### src/rtl/pes_add_pkg.sv
// Shared helpers for the pipelined adder tree: default widths, clog2 and the
// sign/zero extension used by every adder level and the accumulator.
package pes_add_pkg;

  localparam int N_IN_DEF = 8;
  localparam int IN_W_DEF = 8;
  localparam int EXT_W    = 64;

  function automatic int clog2(input int n);
    int r;
    for (r = 0; (32'sd1 << r) < n; r++) begin
    end
    return r;
  endfunction

  // Bits at and above w are filled with the operand's top bit when sgn is set.
  function automatic logic [EXT_W-1:0] extend(input logic [EXT_W-1:0] v,
                                              input int w,
                                              input logic sgn);
    logic [EXT_W-1:0] r;
    for (int i = 0; i < EXT_W; i++) begin
      r[i] = (i < w) ? v[i] : (sgn & v[w-1]);
    end
    return r;
  endfunction

endpackage

### src/rtl/pes_add_level.sv
// One registered adder level: N operands of W bits reduced pairwise to N/2
// partial sums of W+1 bits, with its valid bit.
module pes_add_level
  import pes_add_pkg::*;
#(
  parameter int N      = 8,
  parameter int W      = 8,
  parameter int SIGNED = 0
) (
  input  logic                     clk,
  input  logic                     rst,
  input  logic                     adv,
  input  logic                     prev_valid,
  input  logic [N*W-1:0]           prev_data,
  output logic                     valid,
  output logic [(N/2)*(W+1)-1:0]   data
);

  logic [(N/2)*(W+1)-1:0] sum;

  // Pairwise add of adjacent operands after widening by one bit.
  always_comb begin
    sum = '0;
    for (int i = 0; i < N/2; i++) begin
      sum[i*(W+1) +: W+1] =
          (W+1)'(extend(EXT_W'(prev_data[(2*i)*W +: W]), W, SIGNED != 0)) +
          (W+1)'(extend(EXT_W'(prev_data[(2*i+1)*W +: W]), W, SIGNED != 0));
    end
  end

  // Valid follows the previous level on advance; data loads only for real vectors.
  always_ff @(posedge clk) begin
    if (rst) begin
      valid <= 1'b0;
      data  <= '0;
    end else begin
      if (adv) begin
        valid <= prev_valid;
      end
      if (adv && prev_valid) begin
        data <= sum;
      end
    end
  end

endmodule

### src/rtl/pes_add_tree_pipe.sv
// Pipelined N_IN-operand adder tree with valid/ready backpressure.
// Optional running accumulator on the output when PES_ADD_ACC_EN is defined.
module pes_add_tree_pipe
  import pes_add_pkg::*;
#(
  parameter  int N_IN   = N_IN_DEF,
  parameter  int IN_W   = IN_W_DEF,
  parameter  int SIGNED = 0,
  localparam int LEVELS = clog2(N_IN),
  localparam int OUT_W  = IN_W + LEVELS
) (
  input  logic                  clk,
  input  logic                  rst,
  input  logic                  in_valid,
  output logic                  in_ready,
  input  logic [N_IN*IN_W-1:0]  in_data,
  output logic                  out_valid,
  input  logic                  out_ready,
  output logic [OUT_W-1:0]      out_sum
`ifdef PES_ADD_ACC_EN
  ,
  input  logic                  acc_clear,
  output logic [OUT_W+7:0]      acc_out
`endif
);

  localparam int BUS_W = N_IN * IN_W;

  logic [LEVELS:0]   v;
  logic [LEVELS+1:1] adv;
  logic [BUS_W-1:0]  lvl_data [0:LEVELS];

  assign v[0]        = in_valid;
  assign lvl_data[0] = in_data;

  // A level may load when it is empty or the level after it is moving too.
  always_comb begin
    adv             = '0;
    adv[LEVELS+1]   = out_ready;
    for (int l = LEVELS; l >= 1; l--) begin
      adv[l] = !v[l] || adv[l+1];
    end
  end

  for (genvar l = 1; l <= LEVELS; l++) begin : g_lvl
    localparam int N  = N_IN >> (l - 1);
    localparam int W  = IN_W + l - 1;
    localparam int OW = (N / 2) * (W + 1);

    pes_add_level #(
      .N      (N),
      .W      (W),
      .SIGNED (SIGNED)
    ) u_level (
      .clk        (clk),
      .rst        (rst),
      .adv        (adv[l]),
      .prev_valid (v[l-1]),
      .prev_data  (lvl_data[l-1][N*W-1:0]),
      .valid      (v[l]),
      .data       (lvl_data[l][OW-1:0])
    );

    if (OW < BUS_W) begin : g_pad
      assign lvl_data[l][BUS_W-1:OW] = '0;
    end
  end

  assign in_ready  = adv[1];
  assign out_valid = v[LEVELS];
  assign out_sum   = lvl_data[LEVELS][OUT_W-1:0];

`ifdef PES_ADD_ACC_EN
  localparam int ACC_W = OUT_W + 8;

  logic             xfer;
  logic [ACC_W-1:0] sum_ext;

  assign xfer    = out_valid && out_ready;
  assign sum_ext = ACC_W'(extend(EXT_W'(out_sum), OUT_W, SIGNED != 0));

  // Clear wins over accumulate but still captures a result transferring this cycle.
  always_ff @(posedge clk) begin
    if (rst) begin
      acc_out <= '0;
    end else if (acc_clear) begin
      acc_out <= xfer ? sum_ext : '0;
    end else if (xfer) begin
      acc_out <= acc_out + sum_ext;
    end else begin
      acc_out <= acc_out;
    end
  end
`endif

endmodule

### config.mk
export PLATFORM = sky130hd
export DESIGN_NAME = pes_add_tree_pipe
export DESIGN_NICKNAME = d
export VERILOG_FILES = /design/src/rtl/pes_add_pkg.sv /design/src/rtl/pes_add_level.sv /design/src/rtl/pes_add_tree_pipe.sv
export SDC_FILE = /design/constraint.sdc
export NUM_CORES = 1
export LEC_CHECK = 0
export ABC_AREA = 1
export BUFFER_PORTS_ARGS = -buffer_cell sky130_fd_sc_hd__buf_2
export CAP_MARGIN = 10
export CORE_MARGIN = 1.5
export CORE_UTILIZATION = 25
export CTS_CLUSTER_DIAMETER = 60
export CTS_CLUSTER_SIZE = 24
export DETAILED_ROUTE_END_ITERATION = 7
export SKIP_LAST_GASP = 1
export SYNTH_ARGS = -nofsm -noshare
export SYNTH_HDL_FRONTEND = slang
export SYNTH_SLANG_ARGS = --single-unit
### constraint.sdc
create_clock -name clk -period 3.8 [get_ports clk]
set_input_delay 0.76 -clock clk [delete_from_list [all_inputs] [get_ports clk]]
set_output_delay 0.76 -clock clk [all_outputs]
set_load 0.1 [all_outputs]
==> results.py <==
metrics = {
    "clocking": {
        "cts_hold_buf": 0,
        "cts_tree": "done",
        "cts_num_sinks": 70,
        "cts-buffers-inserted": 9,
        "clkSlewWorstSetupHoldPaths_ps": 50,
        "cts_setup_buffers": 0,
        "cts_buffer_depth": 2,
        "post_cts_resized": 0,
        "root_buffer": "clkbuf_16",
        "htreeDepth": 3,
        "clk_latency_ps": 340,
    },
    "cells_and_area": {
        "nFillCells": 2194,
        "drive_above_1_share": 0.124,
        "instances_no_fill": 1079,
        "multi_input_area_sq_um": 3170,
        "n_antenna_cell": 0,
        "synthToLayoutAreaGrowth_pct": 18.2,
        "nets": 944,
        "regArea_sq_um": 1400,
        "fin_util": 0.303,
        "final_area_sq_um": 5920,
    },
    "synthesis": {
        "synth_cells": 735,
        "synthMostInstantiatedCell": "nand2_1",
        "synthFlopType": "dfxtp_1",
        "ys_warn_count": 0,
        "synth.area.top_cells": "dfxtp_1 28%, ha_1 15%, nand2_1 11%",
        "synth_seq_cells": 70,
        "async_flop_share": 0,
        "synth_edf_count": 0,
        "synthTopCellsByCount": "151 x nand2_1, 102 x nor2_1, 88 x inv_1",
        "synth-seq-area-share": 0.280,
        "syn_area_per_cell_sq_um": 6.81,
        "synth_top_cell_by_area": "dfxtp_1",
        "syn_area_sq_um": 5010,
        "synth_top_area_share": 0.280,
        "synth.distinct_cells": 28,
        "syn-num-nets": 870,
    },
    "timing": {
        "clock_skew_ps": 6.91,
        "relSlewSlack": 0.409,
        "rsz0062_at_grt": "no",
        "slew_viol_final": 0,
        "fin_tns_setup_ps": 0,
        "period_share": 0.574,
        "max_freq_mhz": 459,
        "period_needed_ps": 2180,
        "fin_hold_ws_ps": 473,
        "worstMarginPinSlew_ps": 886,
        "hold_viol": 0,
        "setup_ws_ps": 1620,
        "setup_viol": 0,
    },
    "power": {
        "power_mw": 2.20,
        "irDropWorstVdd_mv": 0.191,
        "p_leak_nw": 3.15,
        "power.density_nw_per_um2": 371,
    },
    "global_route": {
        "grt.overflow.total": 0,
        "grt_pass1_wl_microns": 19100,
        "grt.total_usage": 0.115,
        "grt_max_degree": 60,
        "antenna_found_initial": 0,
        "grt_pass1_vias": 4098,
    },
    "drt": {
        "drt_iter0_drc": 182,
        "wl_per_cell_microns": 10.7,
        "vias": 4699,
        "ant_nets": 0,
        "drt_pass1_iterations": 5,
        "vias_per_cell": 4.35,
        "remaining_drc_errors": 0,
        "routed_wl_microns": 11600,
    },
    "setup_path": {
        "startpoint_type": "primary input",
        "worstSetupEndpointType": "output pin",
        "crit_path_max_fanout": 3,
        "critPathTopFamily": "buffers and inverters",
        "crit_path_frequent_cell": "buf_2",
        "crit_chain": "buf_2 > inv_1 > nand4_2 > buf_2",
        "cp.arrival_ps": 1420,
        "worstSetupPathType": "primary input to output pin",
        "required_ps": 3040,
        "critPathSlowestCell": "buf_2",
        "crit_path_max_incr_delay_ps": 440,
        "crit_buf_inv": 3,
    },
    "floorplan": {
        "coreArea_sq_um": 19500,
        "row_count": 51,
        "dieArea_sq_um": 20900,
        "die_y_microns": 145,
        "io_pins": 81,
        "die_w_microns": 145,
        "start_util": 0.257,
    },
    "outcome": {
        "outcome": "complete, no violations",
    },
    "hold_path": {
        "hold_class": "flop to flop",
    },
    "placement": {
        "port_buffers": 80,
        "dp_hpwl_microns": 8930,
        "post-place-cells": 1063,
        "gp_routability_congestion": 0.828,
        "place_ws_ps": 1420,
        "place_area_sq_um": 5650,
    },
    "run": {
        "cap_violations": 0,
    },
}
==> path summary, 6_finish.rpt <==
path                        startpoint                   endpoint  slack, ps  cells past startpoint
max                          out_ready                   in_ready       1620                      4
min          g_lvl[1].u_level.data[26]  g_lvl[1].u_level.data[26]        470                      2
max reg2reg     g_lvl[3].u_level.valid  g_lvl[1].u_level.data[16]       1990                      6
min reg2reg  g_lvl[1].u_level.data[26]  g_lvl[1].u_level.data[26]        470                      2
==> report_power, final <==
part           internal, mW  total (mW)  switching, mW
Sequential            0.793       0.831         0.0375
Combinational         0.223       0.592          0.368
Clock                 0.456       0.773          0.316
Total                  1.47        2.20          0.722
==> sequential cells by signal, indices dropped and copies added, names as in the netlist <==
| signal | cells |
|---|---|
| g_lvl.u_level.valid | 3 |
| g_lvl.u_level.data | 67 |
==> routing by layer <==
layer / up-vias / part of all wire / global-route usage
met3: 11 / 0.043 / 0.0275
met1: 2051 / 0.51 / 0.156
met4: 0 / 0.014 / 0.0388
met2: 85 / 0.43 / 0.178
met5: - / 0 / 0
li1: 2552 / - / -
==> cells by family after synthesis <==
kind of cell	share of synthesized area
compound gates	0.140
xor+xnor	0.0367
buf+inv	0.0879
fa+ha+maj	0.178
simple gates	0.277
flops	0.280
==> worst min-delay path, stage by stage (launching register included) <==
cell     delay, ps
dfxtp_1        310
nand2_1         60
a21oi_1         50
==> cell usage in the layout (no fill, tap or decap), types with 7 or more instances in the layout <==
cell       count
nand2_1      151
nor2_1       102
inv_1         88
buf_2         80
nand3_1       73
dfxtp_1       70
a21oi_1       68
ha_1          60
o21ai_0       43
xor2_1        16
clkbuf_16      9
a21o_1         7
o21a_1         7
fa_1           7
==> layout make-up <==
type                    count  share of cell area
multi-input cells         556               0.535
flip-flops and latches     70               0.237
repair buffers             82              0.0701
inverters                  90              0.0570
well taps                 265              0.0560
clock buffers              12              0.0416
clock inverters             4             0.00380
Power figures use the tool's default switching activity.
